<file path="src/rtl/isr_pkg.sv">
// Shared definitions for the parametrised integer square root engine.
//   isr_state_t      : control states of the engine (IDLE, CALC, DONE)
//   isr_cnt_width    : width of the iteration counter for a given ITER
//   isr_params_legal : elaboration-time legality of WIDTH / BITS_PER_CYCLE
package isr_pkg;

    typedef enum logic [1:0] {
        IDLE = 2'd0,
        CALC = 2'd1,
        DONE = 2'd2
    } isr_state_t;

    // Counter must be able to hold ITER itself, not just ITER-1.
    function automatic int isr_cnt_width(input int iter);
        return $clog2(iter + 32'sd1);
    endfunction

    // WIDTH must be even and at least 4 so the root is at least 2 bits wide,
    // and the steps per cycle must tile the root exactly.
    function automatic bit isr_params_legal(input int width, input int bpc);
        if ((width < 32'sd4) || ((width % 32'sd2) != 32'sd0) || (bpc < 32'sd1)) begin
            return 1'b0;
        end else begin
            return ((width / 32'sd2) % bpc) == 32'sd0;
        end
    endfunction

endpackage

</file>
<file path="src/rtl/isr_step.sv">
// One digit-by-digit square root step (purely combinational).
// Ports:
//   root      in  RW    partial root so far
//   rem       in  RW+2  partial remainder so far
//   pair      in  2     next two radicand bits, MSB first
//   root_next out RW    partial root with one more bit resolved
//   rem_next  out RW+2  updated partial remainder
module isr_step #(
    parameter int RW = 32
) (
    input  logic [RW-1:0] root,
    input  logic [RW+1:0] rem,
    input  logic [1:0]    pair,
    output logic [RW-1:0] root_next,
    output logic [RW+1:0] rem_next
);

    logic [RW+1:0] shifted_s;
    logic [RW+1:0] trial_s;
    logic          unused_rem_top_s;

    // Before any step the partial root has fewer than RW bits, so the incoming
    // remainder (<= 2*root) always fits in its low RW bits; the top two bits
    // only become non-zero after the final step and never feed another step.
    assign unused_rem_top_s = ^rem[RW+1:RW];

    // Trial subtraction of (root<<2)|1 from (rem<<2)|pair
    always_comb begin
        shifted_s = {rem[RW-1:0], pair};
        trial_s   = {root, 2'b01};
        if (shifted_s >= trial_s) begin
            rem_next  = shifted_s - trial_s;
            root_next = {root[RW-2:0], 1'b1};
        end else begin
            rem_next  = shifted_s;
            root_next = {root[RW-2:0], 1'b0};
        end
    end

endmodule

</file>
<file path="src/rtl/isr_pipe_param.sv">
// Parametrised integer square root unit with valid/ready on both sides.
// Computes floor(sqrt(value)) and value - result^2 by shift-subtract,
// resolving BITS_PER_CYCLE root bits per CALC cycle (ITER cycles total).
// Ports:
//   clock      in  1        system clock
//   reset_n    in  1        synchronous active-low reset
//   in_valid   in  1        request present on value
//   in_ready   out 1        request accepted this cycle when in_valid
//   value      in  WIDTH    radicand, captured at the input handshake
//   out_valid  out 1        result/remainder valid
//   out_ready  in  1        consumer takes the result this cycle
//   result     out WIDTH/2  floor(sqrt(value))
//   remainder  out WIDTH/2+1 value - result*result
module isr_pipe_param
    import isr_pkg::*;
#(
    parameter int WIDTH          = 64,
    parameter int BITS_PER_CYCLE = 1
) (
    input  logic               clock,
    input  logic               reset_n,
    input  logic               in_valid,
    output logic               in_ready,
    input  logic [WIDTH-1:0]   value,
    output logic               out_valid,
    input  logic               out_ready,
    output logic [WIDTH/2-1:0] result,
    output logic [WIDTH/2:0]   remainder
);

    localparam int RW    = WIDTH / 2;
    localparam int ITER  = RW / BITS_PER_CYCLE;
    localparam int CNT_W = isr_cnt_width(ITER);
    localparam int SHIFT = 2 * BITS_PER_CYCLE;

    if (!isr_params_legal(WIDTH, BITS_PER_CYCLE)) begin : g_param_check
        $error("isr_pipe_param: WIDTH must be even and >= 4, BITS_PER_CYCLE must divide WIDTH/2");
    end

    isr_state_t       state_r;
    isr_state_t       state_nxt_s;
    logic [WIDTH-1:0] op_r;
    logic [RW-1:0]    root_r;
    logic [RW+1:0]    rem_r;
    logic [CNT_W-1:0] cnt_r;
    logic             accept_s;
    logic [RW-1:0]    root_calc_s;
    logic [RW+1:0]    rem_calc_s;

    // Chain of steps; stage j consumes operand bits just below stage j-1's.
    for (genvar j = 0; j < BITS_PER_CYCLE; j++) begin : g_step
        logic [RW-1:0] root_prev_s;
        logic [RW+1:0] rem_prev_s;
        logic [RW-1:0] root_step_s;
        logic [RW+1:0] rem_step_s;

        if (j == 0) begin : g_first
            assign root_prev_s = root_r;
            assign rem_prev_s  = rem_r;
        end else begin : g_chain
            assign root_prev_s = g_step[j-1].root_step_s;
            assign rem_prev_s  = g_step[j-1].rem_step_s;
        end

        isr_step #(.RW(RW)) u_step (
            .root      (root_prev_s),
            .rem       (rem_prev_s),
            .pair      (op_r[WIDTH-1-2*j -: 2]),
            .root_next (root_step_s),
            .rem_next  (rem_step_s)
        );
    end

    assign root_calc_s = g_step[BITS_PER_CYCLE-1].root_step_s;
    assign rem_calc_s  = g_step[BITS_PER_CYCLE-1].rem_step_s;

    // In DONE a waiting request may be taken on the same edge the result leaves.
    assign in_ready  = reset_n && ((state_r == IDLE) || ((state_r == DONE) && out_ready));
    assign accept_s  = in_valid && in_ready;
    assign out_valid = (state_r == DONE);
    assign result    = root_r;
    assign remainder = rem_r[RW:0];

    // Control state register
    always_ff @(posedge clock) begin
        if (!reset_n) begin
            state_r <= IDLE;
        end else begin
            state_r <= state_nxt_s;
        end
    end

    // Next-state selection
    always_comb begin
        state_nxt_s = state_r;
        case (state_r)
            IDLE: begin
                if (accept_s) begin
                    state_nxt_s = CALC;
                end else begin
                    state_nxt_s = IDLE;
                end
            end
            CALC: begin
                if (cnt_r == CNT_W'(1)) begin
                    state_nxt_s = DONE;
                end else begin
                    state_nxt_s = CALC;
                end
            end
            DONE: begin
                if (!out_ready) begin
                    state_nxt_s = DONE;
                end else if (accept_s) begin
                    state_nxt_s = CALC;
                end else begin
                    state_nxt_s = IDLE;
                end
            end
            default: state_nxt_s = IDLE;
        endcase
    end

    // Operand shifter, partial root/remainder and iteration counter
    always_ff @(posedge clock) begin
        if (!reset_n) begin
            op_r   <= '0;
            root_r <= '0;
            rem_r  <= '0;
            cnt_r  <= '0;
        end else begin
            case (state_r)
                IDLE, DONE: begin
                    if (accept_s) begin
                        op_r   <= value;
                        root_r <= '0;
                        rem_r  <= '0;
                        cnt_r  <= CNT_W'(ITER);
                    end else begin
                        op_r   <= op_r;
                        root_r <= root_r;
                        rem_r  <= rem_r;
                        cnt_r  <= cnt_r;
                    end
                end
                CALC: begin
                    op_r   <= op_r << SHIFT;
                    root_r <= root_calc_s;
                    rem_r  <= rem_calc_s;
                    cnt_r  <= cnt_r - CNT_W'(1);
                end
                default: begin
                    op_r   <= op_r;
                    root_r <= root_r;
                    rem_r  <= rem_r;
                    cnt_r  <= cnt_r;
                end
            endcase
        end
    end

endmodule
</file>
<file path="config.mk">
export PLATFORM = sky130hd
export DESIGN_NAME = isr_pipe_param
export DESIGN_NICKNAME = d
export VERILOG_FILES = /design/src/rtl/isr_pkg.sv /design/src/rtl/isr_step.sv /design/src/rtl/isr_pipe_param.sv
export SDC_FILE = /design/constraint.sdc
export NUM_CORES = 1
export LEC_CHECK = 0
export ABC_AREA = 1
export CORE_AREA = 8 8 193 195
export DETAILED_ROUTE_END_ITERATION = 8
export DIE_AREA = 0 0 201 203
export GPL_TIMING_DRIVEN = 0
export SLEW_MARGIN = 20
export SYNTH_ARGS = -nofsm -noshare
export SYNTH_HDL_FRONTEND = slang
export SYNTH_SLANG_ARGS = --single-unit
</file>
<file path="constraint.sdc">
create_clock -name clock -period 2.6 [get_ports clock]
set_input_delay 0.52 -clock clock [delete_from_list [all_inputs] [get_ports clock]]
set_output_delay 0.52 -clock clock [all_outputs]
set_load 0.02 [all_outputs]
</file>
==> results.py <==
metrics = {
    "placed_design": {
        "dp_hpwl_mm": 22.67,
        "gp_congestion": 0.8893,
        "dp_cells": 1901,
        "port_buffers": 134,
        "place_ws_ns": -0.1426,
    },
    "yosys": {
        "ys_seq_area_share_pct": 32.54,
        "yosys.area_share.simple_pct": 36.22,
        "synth_cell_type_count": 36,
        "synth_compound_area_share_pct": 12.90,
        "synth-xor-area-share_pct": 1.559,
        "synth_area_per_cell_sq_um": 6.425,
        "yosys-mux-area-fraction_pct": 0,
        "synth_nets": 1416,
        "synth_top_family_by_area": "simple AND/OR/NAND/NOR gates",
        "synth_area_sq_um": 8429,
        "synthCells": 1312,
        "synthAdderAreaFrac_pct": 5.344,
        "yosysWarningCount": 0,
        "synth-seq-cells": 137,
    },
    "grt": {
        "grtUsageTotal_pct": 13.95,
        "antenna_found_initial": 2,
        "grt_pass1_wl_mm": 45.53,
        "grt_overflow_total": 0,
        "grt_pass1_vias": 8554,
        "grt_max_degree": 17,
    },
    "cts": {
        "clock_latency_ns": 0.44,
        "numCtsBuffers": 17,
        "cts_tree": "built",
        "cts.clk_slew.worst_paths_ns": 0.07,
        "clk_path_buf_depth": 2,
        "cts-root-buf": "clkbuf_16",
        "post_cts_buffers": 0,
        "cts-htree-levels": 4,
        "cts_sinks": 137,
    },
    "route": {
        "drc_errors": 0,
        "dr.first_iter.drc_count": 516,
        "vias_per_cell": 4.486,
        "ant_nets": 0,
        "vias": 8676,
        "routedWlPerCell_microns": 14.66,
        "totalWireLength_mm": 28.36,
        "drt_pass1_iterations": 5,
    },
    "power": {
        "p_leak_nw": 4.795,
        "power.density_nw_per_um2": 1571,
        "totalPowerFinal_w": 0.01714,
        "irDropWorstVdd_uv": 845.5,
    },
    "timing": {
        "hold_viol_final": 0,
        "slew_headroom_pct": 51.82,
        "drv_slew": 0,
        "worst_slew_pin_slew_ns": 0.7228,
        "setup_violations": 0,
        "finalWorstSetupSlack_ns": 0.1566,
        "final.setup_skew_ns": 0.01621,
        "rsz0062_at_grt": "no",
        "fin_crit_ns": 2.443,
        "period_share_pct": 93.98,
        "tns_ns": 0,
        "clock.fmax_mhz": 409.3,
    },
    "cells_and_area": {
        "utilization_pct": 31.98,
        "layout-drive-gt1-share_pct": 6.766,
        "syn_to_final_growth_pct": 29.42,
        "final_cell_mix": "nand2_1, inv_1, nor2_1",
        "fin_cells": 1934,
        "nets": 1569,
        "layout_commonest_cell": "nand2_1",
        "fill_cells": 3755,
    },
    "worst_setup_path": {
        "path_class": "reg -> reg",
        "crit_fanout": 10,
        "worstPathArrival_ns": 2.74,
        "crit_chain": "inv_1 -> ha_2 -> nand2_1 -> nor2_2 -> nand2_2 -> nor2_4 -> nand2_2 -> nor2_4 -> nor2_8 -> nand2_8 -> buf_6 -> nand3_1 -> nand2_1 -> a21oi_2",
        "end_kind": "flip-flop",
        "crit_buf_inv": 2,
        "cp_slowest_cell": "ha_2",
        "worstPathRequired_ns": 2.90,
        "critical-path-top-delay-family": "simple AND/OR/NAND/NOR gates",
        "critPathLaunchType": "flip-flop",
        "crit_path_max_incr_delay_ns": 0.41,
    },
    "floorplanning": {
        "start_util_pct": 24.71,
        "rows": 68,
        "die_width_microns": 201,
        "core_area_sq_um": 34120,
        "fp.dieH_microns": 203,
        "top_level_ports": 135,
        "dieArea_sq_um": 40800,
    },
    "hold_path": {
        "hold_path.class": "reg -> reg",
    },
    "flow_run": {
        "max_cap_violations": 0,
    },
    "run_status": {
        "status": "finished, final reports clean",
    },
}
## worst register-to-register path, stage by stage (launching register included)
cell and delay [ns]:
dfxtp_1 0.39, inv_1 0.08, ha_2 0.41, nand2_1 0.13, nor2_2 0.21, nand2_2 0.11, nor2_4 0.11, nand2_2 0.07
nor2_4 0.14, nor2_8 0.09, nand2_8 0.12, buf_6 0.17, nand3_1 0.10, nand2_1 0.14, a21oi_2 0.06
## Yosys cell counts
cell type  count  share of area (%)
nor3_1         3               0.18
buf_4          1              0.089
nand3_2        3               0.36
nand2_4        2               0.27
buf_6          5               0.67
nand2_1      421                 19
nor2_1       164                7.3
a21oi_1       85                5.0
a21o_1         2               0.18
dfxtp_1      137                 33
inv_2          3               0.13
o221ai_1      62                6.4
or2_2          1              0.074
buf_2         15               0.89
clkinv_1       2              0.089
o21ai_1        1              0.059
a21oi_2        7               0.73
nand2_2       11               0.82
clkbuf_1      30                1.3
buf_1          6               0.27
a2bb2oi_1      1               0.10
nand2_8        1               0.24
nor2_8         1               0.24
a211oi_1       1              0.089
nor2_4         3               0.40
nand3_1       62                3.7
o22ai_1        1              0.074
inv_1        179                8.0
o21ai_0        3               0.18
xor2_1         1               0.10
nand4_1        6               0.45
nand3b_1      24                2.1
and2_1        10               0.74
xnor2_1       14                1.5
nor2_2         8               0.59
ha_1          36                5.3
## registers in the layout, summed over array words and instances (netlist names)
| signal | flops |
|---|---|
| op_r | 64 |
| g_step.rem_prev_s | 33 |
| result | 32 |
| cnt_r | 6 |
| state_r | 2 |
## power by group
group / switching, W / leakage (nW) / internal, W
Sequential: 0.000242 / 1.12 / 0.00239
Clock: 0.00103 / 0.266 / 0.00127
Combinational: 0.00787 / 3.41 / 0.00433
## stage by stage
step                      area, sq um  hold WS, ns
after floorplan                  8429       0.4363
after global placement          10340       0.4488
after detailed placement        10340       0.4634
after CTS                       10890       0.4690
after global routing            10910       0.4874
final                           10910       0.4700
## per-layer routing
metal  vias up  track usage (%)  part of all wire, %
met4         4            3.574                  1.5
met1      3936            17.37                   46
met2       229            22.63                   45
met5         -                0                0.095
li1       4476                -                    -
met3        31            4.941                  7.4
## kinds of logic after synthesis
kind of cell             after synthesis
adder cells (fa/ha/maj)               36
XOR/XNOR                              15
flip-flops                           137
AND/OR/NAND/NOR                      720
buffers and inverters                241
AO/OA/AOI/OAI                        163
## worst paths after layout
kind / from / endpoint / slack (ns) / cells past startpoint
max: result[20]$_SDFFE_PN0P_ / g_step[0].rem_prev_s[29]$_SDFFE_PN0P_ / 0.16 / 14
min: cnt_r[4]$_SDFFE_PN0P_ / cnt_r[4]$_SDFFE_PN0P_ / 0.47 / 1
max reg2reg: result[20]$_SDFFE_PN0P_ / g_step[0].rem_prev_s[29]$_SDFFE_PN0P_ / 0.16 / 14
min reg2reg: cnt_r[4]$_SDFFE_PN0P_ / cnt_r[4]$_SDFFE_PN0P_ / 0.47 / 1
## layout make-up
type / count / area [sq um] / area share [%]
diodes: 1 / 2.502 / 0.02294
plain buffers: 57 / 274.0 / 2.512
clock buffers: 19 / 452.9 / 4.152
clock inverters: 13 / 95.09 / 0.8717
inverters: 184 / 690.7 / 6.331
multi-input cells: 934 / 4735 / 43.40
flip-flops and latches: 137 / 2746 / 25.17
well taps: 455 / 569.3 / 5.218
repair buffers: 134 / 1344 / 12.32
## timing repair
action / in CTS / in global routing
endpoints found under the setup margin: 1 / 22
hold buffers: 0 / 0
resized for setup: 1 / 7
No activity file was read; power rests on OpenSTA's default activity.
